### src/rtl/mem_bus_pkg.sv
// Shared types and constants for the single-bus SRAM-like memory system.
package mem_bus_pkg;

    localparam int unsigned ADDR_W = 32;
    localparam int unsigned DATA_W = 32;
    localparam int unsigned STRB_W = 4;

    localparam logic REQ_INST = 1'b0;
    localparam logic REQ_DATA = 1'b1;

    localparam logic [1:0] SZ_B = 2'd0;
    localparam logic [1:0] SZ_H = 2'd1;
    localparam logic [1:0] SZ_W = 2'd2;

    typedef enum logic [1:0] {
        IDLE   = 2'd0,
        LOCK_I = 2'd1,
        LOCK_D = 2'd2
    } arb_state_e;

    // Request payload that follows the winning requester onto the memory port
    typedef struct packed {
        logic              wr;
        logic [1:0]        size;
        logic [STRB_W-1:0] wstrb;
        logic [ADDR_W-1:0] addr;
        logic [DATA_W-1:0] wdata;
    } mem_req_t;

endpackage

### src/rtl/mem_req_arbiter_if.sv
// SRAM-like request/response bus; master issues requests, slave accepts and answers.
interface mem_req_arbiter_if;

    logic                           req;
    logic                           wr;
    logic [1:0]                     size;
    logic [mem_bus_pkg::STRB_W-1:0] wstrb;
    logic [mem_bus_pkg::ADDR_W-1:0] addr;
    logic [mem_bus_pkg::DATA_W-1:0] wdata;
    logic                           addr_ok;
    logic                           data_ok;
    logic [mem_bus_pkg::DATA_W-1:0] rdata;

    modport master (
        output req, wr, size, wstrb, addr, wdata,
        input  addr_ok, data_ok, rdata
    );

    modport slave (
        input  req, wr, size, wstrb, addr, wdata,
        output addr_ok, data_ok, rdata
    );

endinterface

### src/rtl/id_fifo.sv
// Synchronous in-order ID FIFO without push/pop bypass.
module id_fifo #(
    parameter int unsigned DEPTH = 4,
    parameter int unsigned WIDTH = 1
) (
    input  logic             clk,
    input  logic             rst,
    input  logic             push,
    input  logic             pop,
    input  logic [WIDTH-1:0] din,
    output logic [WIDTH-1:0] dout,
    output logic             full,
    output logic             empty
);

    localparam int unsigned AW = $clog2(DEPTH);
    localparam int unsigned CW = AW + 1;

    logic [WIDTH-1:0] r_mem [DEPTH];
    logic [AW-1:0]    r_wptr;
    logic [AW-1:0]    r_rptr;
    logic [CW-1:0]    r_count;
    logic             w_push;
    logic             w_pop;

    assign full   = (r_count == CW'(DEPTH));
    assign empty  = (r_count == '0);
    assign w_push = push & ~full;
    assign w_pop  = pop & ~empty;
    assign dout   = r_mem[r_rptr];

    always_ff @(posedge clk) begin
        if (w_push) begin
            r_mem[r_wptr] <= din;
        end
    end

    always_ff @(posedge clk) begin
        if (rst) begin
            r_wptr  <= '0;
            r_rptr  <= '0;
            r_count <= '0;
        end else begin
            if (w_push) r_wptr <= r_wptr + AW'(1);
            if (w_pop)  r_rptr <= r_rptr + AW'(1);
            case ({w_push, w_pop})
                2'b10:   r_count <= r_count + CW'(1);
                2'b01:   r_count <= r_count - CW'(1);
                default: r_count <= r_count;
            endcase
        end
    end

endmodule

### src/rtl/mem_req_arbiter.sv
// Round-robin arbiter merging IF and MEM requesters onto one memory port,
// with an in-order ID FIFO steering each response back to its originator.
module mem_req_arbiter
    import mem_bus_pkg::*;
#(
    parameter int unsigned DEPTH = 4
) (
    input  logic                     clk,
    input  logic                     rst,
    mem_req_arbiter_if.slave         inst_bus,
    mem_req_arbiter_if.slave         data_bus,
    mem_req_arbiter_if.master        mem_bus,
    output logic                     resp_err
);

    arb_state_e r_state;
    arb_state_e w_state_nxt;
    logic       r_last_grant;
    logic       r_resp_err;

    logic       w_sel;
    logic       w_mem_req;
    logic       w_push;
    logic       w_pop;
    logic       w_full;
    logic       w_empty;
    logic       w_head;
    logic       w_inst_elig;
    logic       w_data_elig;
    mem_req_t   w_inst_pl;
    mem_req_t   w_data_pl;
    mem_req_t   w_mem_pl;

    assign w_inst_elig = inst_bus.req & ~w_full;
    assign w_data_elig = data_bus.req & ~w_full;

    assign w_inst_pl = {inst_bus.wr, inst_bus.size, inst_bus.wstrb, inst_bus.addr, inst_bus.wdata};
    assign w_data_pl = {data_bus.wr, data_bus.size, data_bus.wstrb, data_bus.addr, data_bus.wdata};
    assign w_mem_pl  = (w_sel == REQ_DATA) ? w_data_pl : w_inst_pl;

    // Grant selection; a presented-but-unaccepted request stays locked to its owner
    always_comb begin
        w_state_nxt = r_state;
        w_sel       = REQ_INST;
        w_mem_req   = 1'b0;
        case (r_state)
            IDLE: begin
                if (w_inst_elig && w_data_elig) begin
                    w_mem_req = 1'b1;
                    w_sel     = ~r_last_grant;
                end else if (w_data_elig) begin
                    w_mem_req = 1'b1;
                    w_sel     = REQ_DATA;
                end else if (w_inst_elig) begin
                    w_mem_req = 1'b1;
                end
                if (w_mem_req && !mem_bus.addr_ok) begin
                    w_state_nxt = (w_sel == REQ_DATA) ? LOCK_D : LOCK_I;
                end
            end
            LOCK_I: begin
                w_mem_req = inst_bus.req;
                if (!inst_bus.req || mem_bus.addr_ok) w_state_nxt = IDLE;
            end
            LOCK_D: begin
                w_sel     = REQ_DATA;
                w_mem_req = data_bus.req;
                if (!data_bus.req || mem_bus.addr_ok) w_state_nxt = IDLE;
            end
            default: w_state_nxt = IDLE;
        endcase
    end

    always_ff @(posedge clk) begin
        if (rst) begin
            r_state      <= IDLE;
            r_last_grant <= REQ_INST;
            r_resp_err   <= 1'b0;
        end else begin
            r_state <= w_state_nxt;
            if (w_push) r_last_grant <= w_sel;
            if (mem_bus.data_ok && w_empty) r_resp_err <= 1'b1;
        end
    end

    assign w_push = w_mem_req & mem_bus.addr_ok;
    assign w_pop  = mem_bus.data_ok & ~w_empty;

    id_fifo #(
        .DEPTH (DEPTH),
        .WIDTH (1)
    ) u_id_fifo (
        .clk   (clk),
        .rst   (rst),
        .push  (w_push),
        .pop   (w_pop),
        .din   (w_sel),
        .dout  (w_head),
        .full  (w_full),
        .empty (w_empty)
    );

    assign mem_bus.req   = w_mem_req;
    assign mem_bus.wr    = w_mem_pl.wr;
    assign mem_bus.size  = w_mem_pl.size;
    assign mem_bus.wstrb = w_mem_pl.wstrb;
    assign mem_bus.addr  = w_mem_pl.addr;
    assign mem_bus.wdata = w_mem_pl.wdata;

    assign inst_bus.addr_ok = w_push & (w_sel == REQ_INST);
    assign data_bus.addr_ok = w_push & (w_sel == REQ_DATA);
    assign inst_bus.data_ok = w_pop & (w_head == REQ_INST);
    assign data_bus.data_ok = w_pop & (w_head == REQ_DATA);
    assign inst_bus.rdata   = mem_bus.rdata;
    assign data_bus.rdata   = mem_bus.rdata;

    assign resp_err = r_resp_err;

endmodule

### src/flat_wrapper.sv
// flat-port wrapper written by rule: the top's interface ports become plain ports
module mem_req_arbiter_flat import mem_bus_pkg::*;
#(
    parameter int unsigned DEPTH = 4
)
  (clk, rst, resp_err, inst_bus_req, inst_bus_wr, inst_bus_size, inst_bus_wstrb, inst_bus_addr, inst_bus_wdata, inst_bus_addr_ok, inst_bus_data_ok, inst_bus_rdata, data_bus_req, data_bus_wr, data_bus_size, data_bus_wstrb, data_bus_addr, data_bus_wdata, data_bus_addr_ok, data_bus_data_ok, data_bus_rdata, mem_bus_req, mem_bus_wr, mem_bus_size, mem_bus_wstrb, mem_bus_addr, mem_bus_wdata, mem_bus_addr_ok, mem_bus_data_ok, mem_bus_rdata);
  mem_req_arbiter_if inst_bus_i ();
  mem_req_arbiter_if data_bus_i ();
  mem_req_arbiter_if mem_bus_i ();
  input  logic clk;
  input  logic rst;
  output logic resp_err;
  input wire logic [$bits(inst_bus_i.req)-1:0] inst_bus_req;
  input wire logic [$bits(inst_bus_i.wr)-1:0] inst_bus_wr;
  input wire logic [$bits(inst_bus_i.size)-1:0] inst_bus_size;
  input wire logic [$bits(inst_bus_i.wstrb)-1:0] inst_bus_wstrb;
  input wire logic [$bits(inst_bus_i.addr)-1:0] inst_bus_addr;
  input wire logic [$bits(inst_bus_i.wdata)-1:0] inst_bus_wdata;
  output wire logic [$bits(inst_bus_i.addr_ok)-1:0] inst_bus_addr_ok;
  output wire logic [$bits(inst_bus_i.data_ok)-1:0] inst_bus_data_ok;
  output wire logic [$bits(inst_bus_i.rdata)-1:0] inst_bus_rdata;
  input wire logic [$bits(data_bus_i.req)-1:0] data_bus_req;
  input wire logic [$bits(data_bus_i.wr)-1:0] data_bus_wr;
  input wire logic [$bits(data_bus_i.size)-1:0] data_bus_size;
  input wire logic [$bits(data_bus_i.wstrb)-1:0] data_bus_wstrb;
  input wire logic [$bits(data_bus_i.addr)-1:0] data_bus_addr;
  input wire logic [$bits(data_bus_i.wdata)-1:0] data_bus_wdata;
  output wire logic [$bits(data_bus_i.addr_ok)-1:0] data_bus_addr_ok;
  output wire logic [$bits(data_bus_i.data_ok)-1:0] data_bus_data_ok;
  output wire logic [$bits(data_bus_i.rdata)-1:0] data_bus_rdata;
  output wire logic [$bits(mem_bus_i.req)-1:0] mem_bus_req;
  output wire logic [$bits(mem_bus_i.wr)-1:0] mem_bus_wr;
  output wire logic [$bits(mem_bus_i.size)-1:0] mem_bus_size;
  output wire logic [$bits(mem_bus_i.wstrb)-1:0] mem_bus_wstrb;
  output wire logic [$bits(mem_bus_i.addr)-1:0] mem_bus_addr;
  output wire logic [$bits(mem_bus_i.wdata)-1:0] mem_bus_wdata;
  input wire logic [$bits(mem_bus_i.addr_ok)-1:0] mem_bus_addr_ok;
  input wire logic [$bits(mem_bus_i.data_ok)-1:0] mem_bus_data_ok;
  input wire logic [$bits(mem_bus_i.rdata)-1:0] mem_bus_rdata;
  assign inst_bus_i.req = inst_bus_req;
  assign inst_bus_i.wr = inst_bus_wr;
  assign inst_bus_i.size = inst_bus_size;
  assign inst_bus_i.wstrb = inst_bus_wstrb;
  assign inst_bus_i.addr = inst_bus_addr;
  assign inst_bus_i.wdata = inst_bus_wdata;
  assign inst_bus_addr_ok = inst_bus_i.addr_ok;
  assign inst_bus_data_ok = inst_bus_i.data_ok;
  assign inst_bus_rdata = inst_bus_i.rdata;
  assign data_bus_i.req = data_bus_req;
  assign data_bus_i.wr = data_bus_wr;
  assign data_bus_i.size = data_bus_size;
  assign data_bus_i.wstrb = data_bus_wstrb;
  assign data_bus_i.addr = data_bus_addr;
  assign data_bus_i.wdata = data_bus_wdata;
  assign data_bus_addr_ok = data_bus_i.addr_ok;
  assign data_bus_data_ok = data_bus_i.data_ok;
  assign data_bus_rdata = data_bus_i.rdata;
  assign mem_bus_req = mem_bus_i.req;
  assign mem_bus_wr = mem_bus_i.wr;
  assign mem_bus_size = mem_bus_i.size;
  assign mem_bus_wstrb = mem_bus_i.wstrb;
  assign mem_bus_addr = mem_bus_i.addr;
  assign mem_bus_wdata = mem_bus_i.wdata;
  assign mem_bus_i.addr_ok = mem_bus_addr_ok;
  assign mem_bus_i.data_ok = mem_bus_data_ok;
  assign mem_bus_i.rdata = mem_bus_rdata;
  mem_req_arbiter #(.DEPTH(DEPTH)) u_core (.clk(clk), .rst(rst), .inst_bus(inst_bus_i), .data_bus(data_bus_i), .mem_bus(mem_bus_i), .resp_err(resp_err));
endmodule
### config.mk
export PLATFORM = sky130hd
export DESIGN_NAME = mem_req_arbiter_flat
export DESIGN_NICKNAME = d
export VERILOG_FILES = /design/src/rtl/mem_bus_pkg.sv /design/src/rtl/mem_req_arbiter_if.sv /design/src/rtl/id_fifo.sv /design/src/rtl/mem_req_arbiter.sv /design/src/flat_wrapper.sv
export SDC_FILE = /design/constraint.sdc
export NUM_CORES = 1
export LEC_CHECK = 0
export BUFFER_PORTS_ARGS = -buffer_cell sky130_fd_sc_hd__clkbuf_2
export CORE_AREA = 2 2 126 128
export CTS_CLUSTER_DIAMETER = 100
export DETAILED_ROUTE_END_ITERATION = 10
export DIE_AREA = 0 0 128 130
export GPL_ROUTABILITY_DRIVEN = 0
export PLACE_DENSITY = 0.49
export SLEW_MARGIN = 25
export SYNTH_ARGS = -nofsm -noshare
export SYNTH_HDL_FRONTEND = slang
export SYNTH_SLANG_ARGS = --single-unit
### constraint.sdc
create_clock -name clk -period 2.8 [get_ports clk]
set_input_delay 0.42 -clock clk [delete_from_list [all_inputs] [get_ports clk]]
set_output_delay 0.42 -clock clk [all_outputs]
set_load 0.01 [all_outputs]
==> impl_results.md <==
- Outcome: finished, final reports clean
- Cell Area, Synth: 0.00229 mm²
- Dpl ws: 0.521 ns
- Sequential area share after synthesis: 0.166
- Post-synth cell types: 33
- Clock buffer depth: 2
- Initial DRC count: 111
- Yosys warning total: 0
- Clock skew: 0.00325 ns
- RSZ-0062 raised after global routing: no
- Row count: 46
- Share of layout cells above drive strength 1: 0.448
- Clk Tree Root Cell: clkbuf_16
- Least-Margin Pin Slew: 0.415 ns
- PostCTS Resize Cnt: 0
- Final setup TNS: 0 ns
- Switch Pwr: 827 µW
- Num CTS Buffers: 3
- P_leak: 1.96 nW
- Syn_nets: 565
- Vias per cell: 3.73
- Final Critical Period: 2.40 ns
- Synthesized instance count: 379
- CP Launch Type: flop
- Hold Slack: 0.398 ns
- Number of flops mapped to enable cells by yosys: 4
- Slew margin rel.: 0.719
- Post-synth top flop: dfxtp_1
- Via count: 2699
- Drt wl/cell: 11.5 µm
- Setup-failing EPs final: 0
- WS Path Type: flop to primary output
- Worst-Skew Late Latency: 0.24 ns
- Final non-filler cell area: 0.00315 mm²
- Core Footprint: 0.0154 mm²
- Vias in the first global route: 2268
- Syn_area_per_cell: 6.03 µm²
- Fmax: 0.417 GHz
- Wirelength, routed: 8290 µm
- IO Pins: 321
- Die height: 130 µm
- Sequential Power Share: 0.205
- Grt ovf: 0
- Final Max Tran Viols: 0
- Initial Util: 0.148
- Total track usage: 0.0860
- Worst Hold Class: input pin to flop
- Sw frac: 0.454
- Int Power: 996 µW
- Critical Path Sink Type: primary output
- Max Cap Violations: 0
- First-pass GRT wire length: 11300 µm
- Logic pwr share: 0.643
- CP required: 2.38 ns
- Final Power: 1.82 mW
- Hold Vio Cnt, Final: 0
- CTS tree: built
- Crit-path max FO: 37
- Worst-path clk slew: 0.05 ns
- Post-route DRC: 0
- Antenna Nets Post-Route: 0
- Die Area: 0.0166 mm²
- Synth Register Bits: 17
- Area Overhead vs Synth: 37.8%
- Port-buffer cells: 224
- Crit path DAT: 1.98 ns
- Clk sinks: 17
- Post-synth ARST share: 0
- Final WS setup: 0.404 ns
- Power density cells: 579 mW/mm²
- Layout Nets: 718
- Hold Buf Count CTS: 0
- Final worst path period share: 0.856
- Post-DP Area: 0.00307 mm²
- Largest net degree at the start of global routing: 41
- Postcts setup bufs: 0
- Drt first pass iters: 4
- H-tree lvl count: 1
- Clk pwr share: 0.152
- DP HPWL: 7180 µm
- Antenna Cells: 0
- Initial antenna violation count: 0
- Die X: 128 µm
- Peak VDD IR: 238 µV
==> stage by stage <==
stage           util  cells
3_5_place_dp   0.199    719
5_1_grt        0.204    723
3_3_place_gp   0.199    719
6_report       0.204    723
2_1_floorplan      -    379
4_1_cts        0.204    723
==> critical path, cell delays in order, from the launching register on <==
cell and delay, ns:
dfxtp_1 0.49, nor3b_4 0.10, o31a_2 0.38, inv_2 0.08
buf_4 0.34, nand2_1 0.11, nand2_1 0.07, clkbuf_2 0.13
==> Yosys cell counts (2+ instances only) <==
master,number,share of area
nor3_1,2,0.0044
dfxtp_1,13,0.11
a21oi_1,4,0.0088
mux2i_1,2,0.0088
buf_6,2,0.0099
xnor2_1,2,0.0077
and2_1,8,0.022
nor2_1,12,0.020
nand2_1,214,0.35
buf_4,64,0.21
nand2b_1,3,0.0082
ha_1,5,0.027
edfxtp_1,4,0.053
buf_8,6,0.039
nor4b_1,2,0.0077
inv_1,8,0.013
clkbuf_1,6,0.0099
buf_2,4,0.0088
o31a_1,2,0.0077
xor2_1,3,0.011
==> power groups by stage <==
stage / Sequential (mW) / Combinational, mW / Clock, mW
after floorplan: 0.356 / 0.867 / 0
after global placement: 0.377 / 1.19 / 0
after detailed placement: 0.379 / 1.19 / 0
after CTS: 0.374 / 1.20 / 0.287
after global routing: 0.383 / 1.33 / 0.298
final: 0.373 / 1.17 / 0.278
==> worst paths after layout <==
check	slack, ns	cells past startpoint	end	startpoint
worst max-delay path	0.40	7	mem_bus_wdata[16]	u_core.u_id_fifo.r_count[0]
worst min-delay path	0.40	2	u_core.r_state[0]	mem_bus_addr_ok
worst max register to register	0.55	10	u_core.u_id_fifo.r_count[2]	u_core.u_id_fifo.r_count[2]
worst min register to register	0.48	2	u_core.resp_err	u_core.resp_err
==> cells by family after synthesis <==
| kind of cell | Yosys count | share of synthesized area |
|---|---|---|
| simple gates | 246 | 0.433 |
| buf+inv | 91 | 0.293 |
| flops | 17 | 0.166 |
| compound gates | 11 | 0.0339 |
| fa+ha+maj | 6 | 0.0361 |
| xor+xnor | 5 | 0.0192 |
| mux | 3 | 0.0186 |
==> layout make-up <==
| type | instances | area (µm²) |
|---|---|---|
| fillers | 1782 | 12300 |
| multi-input cells | 271 | 1240 |
| repair buffers | 230 | 1180 |
| flip-flops and latches | 17 | 380 |
| well taps | 192 | 240 |
| clock buffers | 4 | 78.8 |
| inverters | 9 | 33.8 |
==> metal layers <==
layer,routed length (µm),track usage,up-vias,part of all wire
met5,0,0,-,0
met3,1010,0.0349,6,0.12
li1,-,-,1392,-
met4,35,0.00711,0,0.0042
met1,3250,0.0976,1114,0.39
met2,3990,0.158,187,0.48
==> cell usage in the layout, fill, tap and decap left out <==
cell type,instances
clkbuf_2,224
nand2_1,214
dfxtp_1,13
nor2_1,12
and2_1,8
inv_1,8
ha_1,5
buf_4,5
a21oi_1,4
edfxtp_1,4
nand2b_1,3
xor2_1,3
clkbuf_16,3
nor4b_1,2
nor3_1,2
xnor2_1,2
mux2i_1,2
nor3b_4,1
o31a_2,1
inv_2,1
o31a_1,1
a211oi_2,1
o22ai_1,1
nand3b_1,1
o32ai_1,1
mux4_2,1
nor2b_1,1
o21a_1,1
nor4_1,1
o21ai_0,1
or3_1,1
fa_1,1
clkbuf_1,1
buf_12,1
No activity file was read; power rests on OpenSTA's default activity.
